**src/rtl/score_n_pkg.sv**
```systemverilog
// Shared types and width helpers for the Connect-N engine.
package score_n_pkg;

   typedef enum logic [1:0] {
      EMPTY = 2'b00,
      P_A   = 2'b01,
      P_B   = 2'b10
   } cell_t;

   typedef enum logic [1:0] {
      DIR_H,
      DIR_V,
      DIR_D,
      DIR_AD
   } dir_t;

   typedef enum logic [2:0] {
      ST_IDLE,
      ST_PLACE,
      ST_SCAN,
      ST_RESOLVE,
      ST_OVER
   } state_t;

   // Bits needed to index 0..n-1 (at least one bit).
   function automatic int unsigned idx_w(input int unsigned n);
      return (n <= 1) ? 1 : $clog2(n);
   endfunction

   // Bits needed to count 0..n.
   function automatic int unsigned cnt_w(input int unsigned n);
      return $clog2(n + 1);
   endfunction

   // Row step of a direction's positive side.
   function automatic int dir_dr(input dir_t d);
      case (d)
         DIR_H:   return 0;
         default: return 1;
      endcase
   endfunction

   // Column step of a direction's positive side; anti-diagonal walks up-left.
   function automatic int dir_dc(input dir_t d);
      case (d)
         DIR_H:   return 1;
         DIR_V:   return 0;
         DIR_D:   return 1;
         default: return -1;
      endcase
   endfunction

endpackage

```
**src/rtl/score_n_engine_scanner.sv**
```systemverilog
// Sequential win walker: one board cell per cycle over four directions.
module score_n_scanner
   import score_n_pkg::*;
#(
   parameter int unsigned ROWS    = 6,
   parameter int unsigned COLS    = 7,
   parameter int unsigned WIN_LEN = 4
) (
   input  logic                       clk,
   input  logic                       rst,
   input  logic                       start,
   input  logic [idx_w(ROWS)-1:0]     row,
   input  logic [idx_w(COLS)-1:0]     col,
   input  cell_t                      code,
   input  logic [2*ROWS*COLS-1:0]     panel,
   output logic                       done,
   output logic                       win
);

   localparam int unsigned SRW  = cnt_w(ROWS) + 1;
   localparam int unsigned SCW  = cnt_w(COLS) + 1;
   localparam int unsigned RUNW = cnt_w(WIN_LEN);
   localparam logic signed [SRW-1:0] R_LIM = SRW'(ROWS);
   localparam logic signed [SCW-1:0] C_LIM = SCW'(COLS);

   logic                  active;
   dir_t                  dir_q;
   logic                  side_q;
   logic [RUNW-1:0]       run_q;
   logic signed [SRW-1:0] r_q, r0_q;
   logic signed [SCW-1:0] c_q, c0_q;
   cell_t                 code_q;

   dir_t                  dir_n;
   logic signed [SRW-1:0] dr_s, dr_n, dr_walk;
   logic signed [SCW-1:0] dc_s, dc_n, dc_walk;
   logic                  in_bounds;
   logic                  match;
   int                    cell_idx;
   logic [1:0]            cell_v;

   // Step vectors, bounds test and cell select for the probed coordinate.
   always_comb begin
      dir_n     = dir_t'(2'(dir_q) + 2'd1);
      dr_s      = SRW'(dir_dr(dir_q));
      dc_s      = SCW'(dir_dc(dir_q));
      dr_n      = SRW'(dir_dr(dir_n));
      dc_n      = SCW'(dir_dc(dir_n));
      dr_walk   = side_q ? -dr_s : dr_s;
      dc_walk   = side_q ? -dc_s : dc_s;
      in_bounds = !r_q[SRW-1] && !c_q[SCW-1] && (r_q < R_LIM) && (c_q < C_LIM);
      cell_idx  = 0;
      if (in_bounds) begin
         cell_idx = int'(r_q) * int'(COLS) + int'(c_q);
      end
      cell_v = panel[2*cell_idx +: 2];
      match  = in_bounds && (cell_v == code_q);
   end

   // Walk positive then negative side of each direction, stop on a full run.
   always_ff @(posedge clk) begin
      if (rst) begin
         active <= 1'b0;
         done   <= 1'b0;
         win    <= 1'b0;
         dir_q  <= DIR_H;
         side_q <= 1'b0;
         run_q  <= '0;
         r_q    <= '0;
         c_q    <= '0;
         r0_q   <= '0;
         c0_q   <= '0;
         code_q <= EMPTY;
      end else begin
         done <= 1'b0;
         if (start) begin
            active <= 1'b1;
            win    <= 1'b0;
            dir_q  <= DIR_H;
            side_q <= 1'b0;
            run_q  <= RUNW'(1);
            r0_q   <= SRW'(row);
            c0_q   <= SCW'(col);
            r_q    <= SRW'(row) + SRW'(dir_dr(DIR_H));
            c_q    <= SCW'(col) + SCW'(dir_dc(DIR_H));
            code_q <= code;
         end else if (active) begin
            if (match && (run_q == RUNW'(WIN_LEN - 1))) begin
               active <= 1'b0;
               done   <= 1'b1;
               win    <= 1'b1;
            end else if (match) begin
               run_q <= run_q + RUNW'(1);
               r_q   <= r_q + dr_walk;
               c_q   <= c_q + dc_walk;
            end else if (!side_q) begin
               side_q <= 1'b1;
               r_q    <= r0_q - dr_s;
               c_q    <= c0_q - dc_s;
            end else if (dir_q == DIR_AD) begin
               active <= 1'b0;
               done   <= 1'b1;
            end else begin
               dir_q  <= dir_n;
               side_q <= 1'b0;
               run_q  <= RUNW'(1);
               r_q    <= r0_q + dr_n;
               c_q    <= c0_q + dc_n;
            end
         end
      end
   end

endmodule

```
**src/rtl/score_n_engine.sv**
```systemverilog
// Connect-N game core: board, cursor, turn, heights and move sequencing.
module score_n_engine
   import score_n_pkg::*;
#(
   parameter int unsigned ROWS      = 6,
   parameter int unsigned COLS      = 7,
   parameter int unsigned WIN_LEN   = 4,
   parameter int unsigned START_COL = 0
) (
   input  logic                   clk,
   input  logic                   rst,
   input  logic                   left,
   input  logic                   right,
   input  logic                   put,
   output logic                   player,
   output logic                   invalid_move,
   output logic                   win_a,
   output logic                   win_b,
   output logic                   full_panel,
   output logic                   busy,
   output logic [COLS-1:0]        play,
   output logic [2*ROWS*COLS-1:0] panel
);

   localparam int unsigned CW    = idx_w(COLS);
   localparam int unsigned RW    = idx_w(ROWS);
   localparam int unsigned HW    = cnt_w(ROWS);
   localparam int unsigned MW    = cnt_w(ROWS * COLS);
   localparam int unsigned NCELL = ROWS * COLS;

   state_t        state_q, state_d;
   logic          left_q, right_q, put_q;
   logic          act_left, act_right, act_put;
   logic [CW-1:0] cursor, cursor_d;
   logic [HW-1:0] heights [COLS];
   logic [HW-1:0] col_h;
   logic          col_full;
   logic [MW-1:0] move_cnt;
   logic          do_invalid, clr_invalid, do_place, do_win, do_full, do_toggle;
   logic          scan_done, scan_win;
   cell_t         place_code;
   int            place_idx;

   // Single-action edge decode and cursor-column lookup.
   always_comb begin
      act_left   = left  & ~left_q  & ~(right & ~right_q) & ~(put & ~put_q);
      act_right  = right & ~right_q & ~(left  & ~left_q)  & ~(put & ~put_q);
      act_put    = put   & ~put_q   & ~(left  & ~left_q)  & ~(right & ~right_q);
      col_h      = heights[cursor];
      col_full   = (col_h == HW'(ROWS));
      place_code = player ? P_B : P_A;
      place_idx  = int'(col_h) * int'(COLS) + int'(cursor);
   end

   // State register.
   always_ff @(posedge clk) begin
      if (rst) state_q <= ST_IDLE;
      else     state_q <= state_d;
   end

   // Next-state logic.
   always_comb begin
      state_d = state_q;
      unique case (state_q)
         ST_IDLE:    if (act_put && !col_full) state_d = ST_PLACE;
         ST_PLACE:   state_d = ST_SCAN;
         ST_SCAN:    if (scan_done) state_d = ST_RESOLVE;
         ST_RESOLVE: begin
            if (scan_win || (move_cnt == MW'(NCELL))) state_d = ST_OVER;
            else                                      state_d = ST_IDLE;
         end
         ST_OVER:    state_d = ST_OVER;
         default:    state_d = ST_IDLE;
      endcase
   end

   // Per-state datapath controls.
   always_comb begin
      cursor_d    = cursor;
      do_invalid  = 1'b0;
      clr_invalid = 1'b0;
      do_place    = 1'b0;
      do_win      = 1'b0;
      do_full     = 1'b0;
      do_toggle   = 1'b0;
      unique case (state_q)
         ST_IDLE: begin
            if (act_left) begin
               cursor_d    = (cursor == '0) ? CW'(COLS - 1) : cursor - CW'(1);
               clr_invalid = 1'b1;
            end else if (act_right) begin
               cursor_d    = (cursor == CW'(COLS - 1)) ? '0 : cursor + CW'(1);
               clr_invalid = 1'b1;
            end else if (act_put) begin
               do_invalid  = col_full;
               clr_invalid = !col_full;
            end
         end
         ST_PLACE:   do_place = 1'b1;
         ST_RESOLVE: begin
            if (scan_win)                       do_win    = 1'b1;
            else if (move_cnt == MW'(NCELL))    do_full   = 1'b1;
            else                                do_toggle = 1'b1;
         end
         default: ;
      endcase
   end

   // Board, heights, cursor and status registers.
   always_ff @(posedge clk) begin
      if (rst) begin
         left_q       <= 1'b0;
         right_q      <= 1'b0;
         put_q        <= 1'b0;
         cursor       <= CW'(START_COL);
         play         <= COLS'(1) << START_COL;
         player       <= 1'b0;
         invalid_move <= 1'b0;
         win_a        <= 1'b0;
         win_b        <= 1'b0;
         full_panel   <= 1'b0;
         busy         <= 1'b0;
         move_cnt     <= '0;
         panel        <= '0;
         for (int c = 0; c < int'(COLS); c++) heights[c] <= '0;
      end else begin
         left_q  <= left;
         right_q <= right;
         put_q   <= put;
         cursor  <= cursor_d;
         play    <= COLS'(1) << cursor_d;
         busy    <= (state_d == ST_PLACE) || (state_d == ST_SCAN) || (state_d == ST_RESOLVE);
         if (do_invalid)  invalid_move <= 1'b1;
         if (clr_invalid) invalid_move <= 1'b0;
         if (do_place) begin
            panel[2*place_idx +: 2] <= place_code;
            heights[cursor]         <= col_h + HW'(1);
            move_cnt                <= move_cnt + MW'(1);
         end
         if (do_win) begin
            win_a <= ~player;
            win_b <= player;
         end
         if (do_full)   full_panel <= 1'b1;
         if (do_toggle) player     <= ~player;
      end
   end

   score_n_scanner #(
      .ROWS    (ROWS),
      .COLS    (COLS),
      .WIN_LEN (WIN_LEN)
   ) u_scan (
      .clk   (clk),
      .rst   (rst),
      .start (do_place),
      .row   (RW'(col_h)),
      .col   (cursor),
      .code  (place_code),
      .panel (panel),
      .done  (scan_done),
      .win   (scan_win)
   );

endmodule

```
**config.mk**
```make
export PLATFORM = sky130hd
export DESIGN_NAME = score_n_engine
export DESIGN_NICKNAME = d
export VERILOG_FILES = /design/src/rtl/score_n_pkg.sv /design/src/rtl/score_n_engine_scanner.sv /design/src/rtl/score_n_engine.sv
export SDC_FILE = /design/constraint.sdc
export NUM_CORES = 1
export LEC_CHECK = 0
export ABC_AREA = 0
export CORE_AREA = 4 4 144 146
export CTS_CLUSTER_DIAMETER = 120
export CTS_CLUSTER_SIZE = 8
export DETAILED_ROUTE_END_ITERATION = 16
export DIE_AREA = 0 0 148 150
export GPL_TIMING_DRIVEN = 1
export PLACE_DENSITY = 0.71
export RECOVER_POWER = 50
export SLEW_MARGIN = 30
export SYNTH_ARGS = -nofsm -noshare
export SYNTH_HDL_FRONTEND = slang
export SYNTH_SLANG_ARGS = --single-unit
```
**constraint.sdc**
```tcl
create_clock -name clk -period 12 [get_ports clk]
set_input_delay 1.8 -clock clk [delete_from_list [all_inputs] [get_ports clk]]
set_output_delay 1.8 -clock clk [all_outputs]
set_load 0.1 [all_outputs]
```
After elaboration in Yosys (flattened, before gate mapping)
Memory sizes are Yosys's and may differ from the RTL's. A register that Yosys moved wholly into a read port is not among the register bits.
Cells that the tools add are included.
- register bits: 137
- RAM bits: 21
- input port bits: 5
- output and inout bits: 97
- logic and storage cells: 201
- memories kept: 1
- memory list (memory ; words ; width ; rd ports ; clocked after memory_dff ; write ports ; RTL line ; text):
    heights ; 7 ; 3 ; 1 ; 1 ; 7 ; score_n_engine.sv:35 ; logic [HW-1:0] heights [COLS];
- $add $sub $neg: 18
- $mul: 2
- order comparisons: 2
- eq/ne operators: 22
- shifts and indexed selects: 4
- muxes and demuxes: 73
- bitwise logic cells: 20
- reductions and logical operators: 32
- operators by type and width (operator ; number):
    $bwmux 84 ; 1
    $shift 2x33->84 const A ; 1
    $shiftx 2x33->84 ; 1
    $shiftx 84x32->2 ; 1
    $mux 3 ; 17
    $mux 4 ; 11
    $mux 1 ; 39
    $neg 8->33 ; 1
    $mux 31 ; 1
    $pmux 4 s2 ; 2
    $eq 3x2->1 const B ; 5
    $pmux 3 s5 ; 1
    $add 4x4->4 ; 3
    $not 1->1 ; 11
    $add 3x1->3 const B ; 3
    $add 8x4->9 ; 1
    $and 1x1->1 ; 9
    $eq 3x3->1 const B ; 3
    $reduce_and 3->1 ; 3
    $lt 4x4->1 const B ; 2
    $mul 4x4->8 const B ; 1
    $reduce_and 4->1 ; 2
    $reduce_or 2->1 ; 4
    $add 6x3->7 ; 1
    other kinds (32) ; 49

Longest topological paths before layout
Gate-level depths: netlist of run 1.
- depth in word-level cells: 12
- gate-level depth with buffers: 23
- gate-level depth less buffers: 19

Hierarchy
From an unflattened synthesis of run 1, not the netlist that was laid out.
- cell total of the unflattened synthesis: 1107
- area total of the unflattened synthesis: 10184.8 sq um
- modules (own cells, without submodules) (module ; instances ; cells each ; area each (sq um) ; seq. area each (sq um)):
    score_n_engine ; 1 ; 718 ; 6752.7 ; 2932.8
    score_n_scanner ; 1 ; 389 ; 3432.0 ; 500.5

Worst setup path after synthesis of run 1
Ideal clock, no wire load.
- kind: reg2reg
- start point: register cursor[0]
- end point: register panel[29]
- library setup time: 0.070 ns
- data arrival time: 5.847 ns
- required time: 11.930 ns
- slack: 6.082 ns
- stages on the path, launching flop included: 18
- path buffers: 1
- clock period less this slack: 5.918 ns
- cell sequence: dfxtp_1 > clkbuf_1 > mux4_2 > mux2i_1 > inv_1 > fa_1 > fa_1 > fa_1 > xor2_1 > nor3b_1 > nor3b_1 > ha_1 > nand2_1 > or3_1 > nor2_1 > nand2_1 > or3_1 > a21oi_1
- longest elaborated chain between the ends: 4
- elaborated cells on any way between the ends: 5
- classes of those cells: add/sub (2); shift (2); mux (1)
- ends and longest elaborated chain (item ; RTL line ; text):
    from (decl) ; score_n_engine.sv:34 ; logic [CW-1:0] cursor, cursor_d;
    from (signal assigned) ; score_n_engine.sv:115 ; cursor <= CW'(START_COL);
    from (signal assigned) ; score_n_engine.sv:130 ; cursor <= cursor_d;
    $add 6x3->7 * ; score_n_engine.sv:52 ; place_idx = int'(col_h) * int'(COLS) + int'(cursor);
    $neg 8->33 * ; score_n_engine.sv:136 ; panel[2*place_idx +: 2] <= place_code;
    $shiftx 2x33->84 or $shift 2x33->84 (tied branches) ; score_n_engine.sv:136 ;
    $bwmux 84 * ; score_n_engine.sv:136 ;
    to (signal, indexed assignment) ; score_n_engine.sv:136 ;
    to (decl) ; score_n_engine.sv:22 ; output logic [2*ROWS*COLS-1:0] panel
Mark *: on every way between the ends. The rest lies on a longest branch, timed or not.
A chain may end at the register's enable or synchronous reset.

==> results of run 1 <==
[cell families (layout without fill, tap and decap cells)]
kind of cell | after synthesis | in the layout | synth area share, %
flip-flops | 161 | 161 | 35.8
AND/OR/NAND/NOR | 491 | 491 | 24.5
AO/OA/AOI/OAI | 242 | 242 | 16.1
multiplexers | 49 | 49 | 6.77
buffers and inverters | 110 | 192 | 4.54
adder cells (fa/ha/maj) | 67 | 67 | 9.67
XOR/XNOR | 29 | 29 | 2.65
[power by group]
part / switching (mW) / internal (mW)
combinational: 0.808 / 0.322
sequential: 0.0325 / 0.565
clock: 0.250 / 0.327
[path summary, 6_finish.rpt]
path	cells after the start	to	start	slack, ns
worst max-delay path	5	u_scan.c_q[3]	rst	5.07
worst max register to register	16	panel[29]	cursor[0]	5.30
worst min register to register	2	win_b	win_b	0.46
worst min-delay path	2	win_b	win_b	0.46
[stage by stage]
| stage | utilization (%) | power [mW] | std cells | hold slack (ns) |
|---|---|---|---|---|
| 2_1_floorplan | - | 1.42 | 1149 | 0.441 |
| 3_3_place_gp | 55.5 | 1.68 | 1464 | 0.450 |
| 3_5_place_dp | 55.5 | 1.69 | 1464 | 0.451 |
| 4_1_cts | 58.7 | 2.27 | 1496 | 0.462 |
| 5_1_grt | 58.7 | 2.41 | 1496 | 0.494 |
| 6_report | 58.7 | 2.30 | 1496 | 0.458 |
[tightest hold or removal path: stages, from the launching register on]
cell and delay (ns):
dfxtp_1 0.31, nand2_1 0.05, a21oi_1 0.05
[cells in the final DEF (no fill, tap or decap), drive strengths merged, types with 15 or more instances in the layout]
cell and n:
ha 55, dfxtp 140, or3 39, nand3 58
nor3 44, inv 58, nand2 144, clkdlybuf4s50 42
xor2 15, edfxtp 21, mux2i 30, nor2 121
clkbuf 20, a21oi 124, o21ai 29, dlygate4sd3 58
[registers in the layout (all words and copies together), names as in the netlist, 4 cells and up]
register	flops
heights	24
move_cnt	6
panel	84
play	7
u_scan.c_q	4
u_scan.r_q	4
[cells in the mapped netlist (all sizes together) (4+ instances only)]
master | n | area, sq um
or2 | 8 | 50.1
nor2 | 121 | 454
ha | 55 | 688
o31ai | 5 | 37.5
a31oi | 10 | 62.6
and3 | 12 | 75.1
nor2b | 12 | 75.1
edfxtp | 21 | 631
a21oi | 124 | 624
buf | 12 | 67.6
nand4 | 11 | 68.8
nand2 | 144 | 541
o221ai | 6 | 52.6
or3 | 39 | 244
a21o | 10 | 75.1
fa | 12 | 240
o21ai | 29 | 145
dfxtp | 140 | 2800
mux2i | 30 | 300
mux2 | 7 | 78.8
and2 | 10 | 62.6
xor2 | 15 | 131
a211oi | 10 | 80.1
nand3 | 58 | 290
clkbuf | 48 | 180
a221oi | 4 | 58.8
xnor2 | 14 | 123
nor3 | 44 | 220
nand2b | 12 | 75.1
mux4 | 12 | 270
nor3b | 5 | 37.5
o211ai | 4 | 30.0
inv | 50 | 188
[cell type report]
cell class / count / area share [%]
Multi-Input combinational cell: 878 / 50.5
Clock buffer: 18 / 3.96
Sequential cell: 161 / 30.2
Clock inverter: 14 / 1.46
Timing Repair Buffer: 110 / 9.39
Tap cell: 265 / 2.91
Inverter: 50 / 1.65
[routing by layer]
| layer | wire length (um) | vias up | part of all wire (%) | track usage, % |
|---|---|---|---|---|
| li1 | - | 4226 | - | - |
| met1 | 12500 | 4223 | 43 | 35.4 |
| met2 | 13200 | 443 | 45 | 42.0 |
| met3 | 2580 | 74 | 8.8 | 6.42 |
| met4 | 967 | 0 | 3.3 | 8.73 |
| met5 | 0 | - | 0 | 0 |
==> qor.yml, run 1 <==
run_status: "finished with violations"
violations: "capacitance limit, slew limit"
cts-resized-gates: 0
ioPinCount: 102
cp_slowest_cell: "clkbuf_1"
syn-num-nets: 1221
path_max_fanout: 73
critPathMaxStageDelay_ns: 2.42
period_minus_slack_ns: 6.93
path_class: "input pin to flop"
async_reset_ff_share_pct: 0
path_buf_inv: 2
synth-seq-cells: 161
nFillCells: 1783
powerDensity_mw_per_mm2: 202
grt.total_usage_pct: 26.4
syn2layout_area_growth_pct: 18.6
avgSynthCellArea_sq_um: 8.35
drtAntennaViolNets: 0
pre_cts_ws_ns: 5.31
hold_path_class: "flop to flop"
crit_chain: "clkbuf_1 -> clkbuf_1 -> nor2_1 -> o311a_1 -> a31o_1"
setup_slack_ns: 5.07
place_hpwl_um: 21500
clk_pin_slew_worst_paths_ns: 0.07
drt-pass1-iter-count: 7
die_h_um: 150
drc: 0
core_area_sq_mm: 0.0194
grt_pass1_wl_um: 46400
initial_utilization_pct: 49.5
die_width_um: 148
tritoncts: "built"
vias: 8966
portBuffers: 101
cp-end-kind: "flop"
fin_nets: 1290
ys_seq_area_share_pct: 35.8
yosys_most_used_dff: "dfxtp_1"
place_area_sq_mm: 0.0108
first_global_vias: 8447
routed_wl_um: 29300
clk_path_buf_depth: 2
required_ns: 12.32
insertion_delay_ns: 0.43
detail_route.wl_per_cell_um: 19.6
drive_gt1_share_pct: 6.90
crit_family: "buffers and inverters"
cts.sinks: 161
cts_max_level: 4
crit_path_frequent_cell: "clkbuf_1"
slew_violations: 137
finalCritPeriodShare_pct: 57.7
synthCells: 1149
finalHoldViolations: 0
setup_viol: 0
synth_edf_count: 21
maxCapViolCount: 2
vdd.ir_drop.worst_uv: 139
ctsHoldBuffers: 0
clock.fmax_mhz: 144
worst_slew_pin_slew_ns: 3.28
stdcell_area_sq_mm: 0.0114
cts-root-buf: "clkbuf_16"
rsz0062_at_grt: "no"
antenna_cells: 0
antenna_found_initial: 0
relSlewSlack_pct: -118
drt_iter0_markers: 856
cp.arrival_ns: 7.25
ys_types: 74
multi_input_area_sq_mm: 0.00575
leakage_nw: 4.43
num_rows: 51
syn_area_sq_mm: 0.00960
clock-skew-final_ns: 0.0114
finalSetupTns_ns: 0
seqCellArea_sq_mm: 0.00343
dieArea_sq_mm: 0.0222
post_drt_via_cell_ratio: 5.99
startpoint_type: "input pin"
numCtsBuffers: 17
grt_max_degree: 74
yosysWarningCount: 0
gp_congestion: 0.964
grt-ovfl-total: 0
post_cts_buffers: 0
(Power assumes the default switching activity.)
==> inputs of run 2 (changes only) <==
==> constraint.sdc (replaced) <==
create_clock -name clk -period 6.64 [get_ports clk]
set_input_delay 0.996 -clock clk [delete_from_list [all_inputs] [get_ports clk]]
set_output_delay 0.996 -clock clk [all_outputs]
set_load 0.1 [all_outputs]
==> run 2 against run 1 <==
  * The run still ends with capacitance limit, slew limit left
  * Via count increased by 1.3%
  * Clock power grew 71%
  * Routed wire length grew 4.0%
  * Global-route usage rose by 0.97 points
  * Register-to-register slack got worse by 4.6 ns
  * Cell count rose by 0.80%
  * Largest cell class unchanged
==> qor.yml, run 2 (synthesis results as in run 1) <==
cts.sinks: 161  # unchanged
nFillCells: 1722  # was 1,783
antenna_cells: 0  # unchanged
hold_path_class: "flop to flop"  # unchanged
grt-ovfl-total: 0  # unchanged
initial_utilization_pct: 49.5  # unchanged
p_sw_share_pct: 47.7  # was 47.3%
setup_viol: 0  # unchanged
grt_max_degree: 72  # was 74
leakage_nw: 4.47  # was 4.43 nW
pwr-share-clk_pct: 23.6  # was 25.1%
p_seq_share_pct: 25.5  # was 25.9%
pwr-share-comb_pct: 50.9  # was 49.0%
slew_violations: 100  # was 137
clk_path_buf_depth: 2  # unchanged
fin_nets: 1302  # was 1,290
powerDensity_mw_per_mm2: 367  # was 202 mW/mm^2
finalPower_mw: 4.20  # was 2.30 mW
finalHoldViolations: 0  # unchanged
clock-skew-final_ns: 0.0102  # was 0.0114 ns
vdd.ir_drop.worst_uv: 226  # was 139 uV
rsz0062_at_grt: "no"  # unchanged
path_class: "flop to flop"  # was input pin to flop
drt_iter0_markers: 893  # was 856
post_cts_buffers: 0  # unchanged
numCtsBuffers: 17  # unchanged
relSlewSlack_pct: -93.2  # was -118%
num_rows: 51  # unchanged
insertion_delay_ns: 0.43  # about the same
cts_max_level: 4  # unchanged
tritoncts: "built"  # unchanged
dieArea_sq_mm: 0.0222  # unchanged
drt-pass1-iter-count: 5  # was 7
syn2layout_area_growth_pct: 19.2  # was 18.6%
top_regs: "panel: 84 flops, heights: 24 flops, play: 7 flops"  # unchanged
hold-worst-slack_ns: 0.459  # was 0.458 ns
finalSetupTns_ns: 0  # unchanged
vias: 9080  # was 8,966
ioPinCount: 102  # unchanged
startpoint_type: "flop"  # was input pin
finalCritPeriodShare_pct: 89.0
period_minus_slack_ns: 5.91
antenna_found_initial: 0  # unchanged
place_hpwl_um: 22500  # was 21,500 um
layout_common_cells: "nand2_1, dfxtp_1, a21oi_1"  # unchanged
die_h_um: 150  # unchanged
internal_power_mw: 2.19  # was 1.21 mW
path_max_fanout: 9  # was 73
detail_route.wl_per_cell_um: 20.2  # was 19.6 um
cts-root-buf: "clkbuf_16"  # unchanged
cts-resized-gates: 0  # unchanged
largest_reg_flops: 84  # unchanged
clk_pin_slew_worst_paths_ns: 0.07  # about the same
drtAntennaViolNets: 0  # unchanged
utilization_pct: 59.0  # was 58.7%
power.net_switching_mw: 2.00  # was 1.09 mW
violations: "capacitance limit, slew limit"  # unchanged
required_ns: 6.97  # was 12.32 ns
ctsHoldBuffers: 0  # unchanged
worst_slew_pin_slew_ns: 2.90  # was 3.28 ns
drive_gt1_share_pct: 7.56  # was 6.90%
clock.fmax_mhz: 169
first_global_vias: 8554  # was 8,447
die_width_um: 148  # unchanged
cp-end-kind: "flop"  # unchanged
setup_slack_ns: 0.728  # was 5.07 ns
post_drt_via_cell_ratio: 6.02  # was 5.99
maxCapViolCount: 2  # unchanged
gp_congestion: 0.992  # was 0.964
grt.total_usage_pct: 27.4  # was 26.4%
final_common_cell: "nand2_1"  # unchanged
drc: 0  # unchanged
core_area_sq_mm: 0.0194  # unchanged
run_status: "finished with violations"  # unchanged
cp.arrival_ns: 6.24  # was 7.25 ns
pre_cts_ws_ns: 0.763  # was 5.31 ns
top_register: "panel"  # unchanged
portBuffers: 101  # unchanged
grt_pass1_wl_um: 47600  # was 46,400 um
routed_wl_um: 30400  # was 29,300 um
[run 2: area by class of cell]
class	instances	area (sq um)	area share (%)
Sequential cell	161	3430	30.0
Tap cell	265	332	2.90
Multi-Input combinational cell	878	5740	50.1
Inverter	50	188	1.64
Clock buffer	20	468	4.09
Timing Repair Buffer	122	1160	10.1
Clock inverter	12	121	1.06
[run 2: layer usage]
layer  vias to the layer above  global-route usage, %  routed length [um]  part of all wire (%)
met2                       491                   43.0               13800                    45
met5                         -                      0                   0                     0
met1                      4266                   38.1               13100                    43
li1                       4253                      -                   -                     -
met3                        70                   5.33                2720                   8.9
met4                         0                   8.73                 800                   2.6
[run 2: path summary, 6_finish.rpt]
path         slack (ns)   endpoint  cells after the start  startpoint
max                0.73  panel[22]                     15   cursor[0]
min                0.46      win_b                      2       win_b
max reg2reg        0.73  panel[22]                     15   cursor[0]
min reg2reg        0.46      win_b                      2       win_b
[run 2: through the flow]
step	instance area (sq um)	std cells
floorplan	9600	1149
global placement	10900	1476
detailed placement	10900	1476
CTS	11400	1508
global route	11400	1508
finish	11400	1508
[run 2: power groups by stage]
stage	registers [mW]	logic (mW)	clock network (mW)
4_1_cts	1.07	2.06	0.995
2_1_floorplan	1.12	1.45	0
3_3_place_gp	1.09	2.04	0
5_1_grt	1.08	2.26	1.04
6_report	1.07	2.14	0.990
3_5_place_dp	1.09	2.05	0
[run 2: worst max-delay path: stages, from the launching register on]
cell and delay [ns]:
dfxtp_1 0.54, buf_4 0.25, mux4_2 0.50, mux2_2 0.37, fa_1 0.52, fa_1 0.46
fa_1 0.58, nor3_1 0.42, nand2b_1 0.15, o21ai_0 0.32, nand2_1 0.18, or3_1 0.40
nor3_1 0.43, nand2_1 0.16, or3_1 0.40, a21oi_1 0.14
==> RTL change, RTL diff (settings of run 2) <==
Encoding of `state_t`: now one-hot (5 bits for 5 states).
--- a/src/rtl/score_n_pkg.sv
+++ b/src/rtl/score_n_pkg.sv
@@ -14,12 +14,12 @@
       DIR_AD
    } dir_t;
 
-   typedef enum logic [2:0] {
-      ST_IDLE,
-      ST_PLACE,
-      ST_SCAN,
-      ST_RESOLVE,
-      ST_OVER
+   typedef enum logic [4:0] {
+      ST_IDLE    = 5'b00001,
+      ST_PLACE   = 5'b00010,
+      ST_SCAN    = 5'b00100,
+      ST_RESOLVE = 5'b01000,
+      ST_OVER    = 5'b10000
    } state_t;
 
    // Bits needed to index 0..n-1 (at least one bit).
Behaviour: same outputs for any inputs over 4 cycles, from zero or initial values and one cycle with rst high; so few cycles prove little.
==> RTL change against run 2 <==
- design area is 1.1% lower
- worst setup slack worse by 0.24 ns
- die area stayed put
- sequential cell count is 2 higher
- wire length is 9.3% lower
- area after synthesis is 0.86% lower
- non-clock buffer count is 8 lower
- synthesized cell count is 0.17% higher
Power is not compared: it rests on default switching activity, and its combinational part moved more than twofold at a synthesized area within 25%.
==> RTL change: results (changes against run 2) <==
| Metric | Value |
|---|---|
| DR vias | 8793 (-3.2%) |
| Multiplexer share of the synthesized area | 6.08% (-0.69 points) |
| Post-synth EDFFs | 21 (unchanged) |
| Largest registers | panel: 84 flops, heights: 24 flops, play: 7 flops |
| Post-synthesis compound-gate area fraction | 14.2% (-1.9 points) |
| Max-cap violations | 0 (-2) |
| Yosys cell types | 69 (-6.8%) |
| Crit Path Max Fanout | 16 (+7) |
| WL final | 27600 um (-9.3%) |
| Number of global-route vias before repair | 8387 (-2.0%) |
| RePlAce Congestion | 0.967 (-2.5%) |
| Worst VDD drop | 0.196 mV |
| Initial DRC count | 991 (+11%) |
| Share of flip-flops with an asynchronous set or reset | 0% (unchanged) |
| Top cells by area, synth | dfxtp_1 (30%), ha_1 (7.5%), edfxtp_1 (6.6%) |
| First-pass GRT wire length | 44100 um (-7.3%) |
| Clk slew on worst S/H paths | 0.07 ns (about the same) |
| Worst Skew | 0.0139 ns (+0.00364 ns) |
| DP HPWL | 20400 um (-9.2%) |
| Outcome | completed |
| WP data arrival | 6.43 ns (+0.19 ns) |
| Post-CTS sizing | 0 (unchanged) |
| Largest net degree at the start of global routing | 81 (+13%) |
| Ys flop type | dfxtp_1 |
| CTS buffer count | 17 (unchanged) |
| IO buf count | 101 (unchanged) |
| Synth cell count leaders | nor2_1 (166), nand2_1 (148), dfxtp_1 (142), a21oi_1 (113), nor3_1 (63) |
| Later-pin clock latency in the skew report | 0.43 ns (about the same) |
| Clock H-tree levels | 4 (unchanged) |
| Post-CTS setup buffers | 0 (unchanged) |
| Post-Synth XOR/XNOR Area | 3.83% (+1.2 points) |
| Longest Clk Path Bufs | 2 (unchanged) |
| Average size of a mapped cell | 8.27 um2 (-1.0%) |
| Wirelength per Cell | 18.3 um (-9.3%) |
| Worst-Margin Slew | 1.36 ns (-1.54 ns) |
| Reg2reg path depth | 15 (unchanged) |
| Sequential power | 1.02 mW |
| Sequential fraction of the synthesis area | 36.5% (+0.73 points) |
| Synth warn | 0 (unchanged) |
| All-Layer GR Usage | 24.8% (-2.5 points) |
| Hold Path Class | reg2reg |
| Post-synthesis adder-cell area fraction | 10.0% (+0.35 points) |
| Fraction of layout cells with a size suffix above 1 | 5.95% (-1.6 points) |
| Mapped Nets | 1225 (+0.33%) |
| Leak | 4.49 nW |
| Dpl ws | 0.382 ns (-0.381 ns) |
| Placed cells | 1476 (unchanged) |
| Root Buffer | clkbuf_16 |
| Drt pass-1 iters | 6 (+1) |
| Final-stage net count | 1304 (+0.15%) |
| DP Area | 10700 um2 (-1.1%) |
| Hold depth | 2 (unchanged) |
| Tot Pwr | 2.79 mW |
-- RTL change: changes by cell type in the layout (fill, tap and decap cells not counted), sizes merged, moves of 6 or more --
cell and delta:
nor3 +19, a21oi -11, xnor2 +11, o22ai +6
dlygate4sd3 +12, clkdlybuf4s50 -12, nor2 +45, or3 -25
o21ai -9, a31oi -7, buf -7, nand3 -16
-- RTL change: critical path, stage by stage, from the launching register on --
cell and delay [ns]:
dfxtp_1 0.76, mux4_2 0.40, mux2i_1 0.27, inv_1 0.19, fa_1 0.55, fa_1 0.46, fa_1 0.47, xor2_1 0.20
nor3b_1 0.31, xor2_1 0.60, inv_1 0.21, or3_1 0.47, nor2_1 0.60, nand2_1 0.15, nor3_1 0.25, nor3_1 0.09
-- RTL change: layout make-up --
cell class | count | area [um2]
Inverter | 51 | 191
Clock buffer | 20 | 468
Clock inverter | 12 | 118
Sequential cell | 163 | 3470
Fill cell | 1765 | 8080
Tap cell | 265 | 332
Timing Repair Buffer | 114 | 1100
Multi-Input combinational cell | 883 | 5630
-- RTL change: metal layers --
metal / track usage [%] / up-vias / wire length (um)
met5: 0 / - / 0
met4: 8.08 / 0 / 769
met3: 5.21 / 76 / 2120
met2: 37.6 / 360 / 12200
met1: 35.5 / 4163 / 12500
li1: - / 4194 / -
-- RTL change: cells by family after synthesis --
| group | count (synthesis) |
|---|---|
| compound gates | 218 |
| buf+inv | 105 |
| xor+xnor | 40 |
| flops | 163 |
| simple gates | 514 |
| fa+ha+maj | 69 |
| mux | 42 |
-- RTL change: final timing paths --
path	from	end	slack, ns
max	cursor[1]	panel[64]	0.49
min	u_scan.c0_q[2]	u_scan.c0_q[2]	0.46
max reg2reg	cursor[1]	panel[64]	0.49
min reg2reg	u_scan.c0_q[2]	u_scan.c0_q[2]	0.46
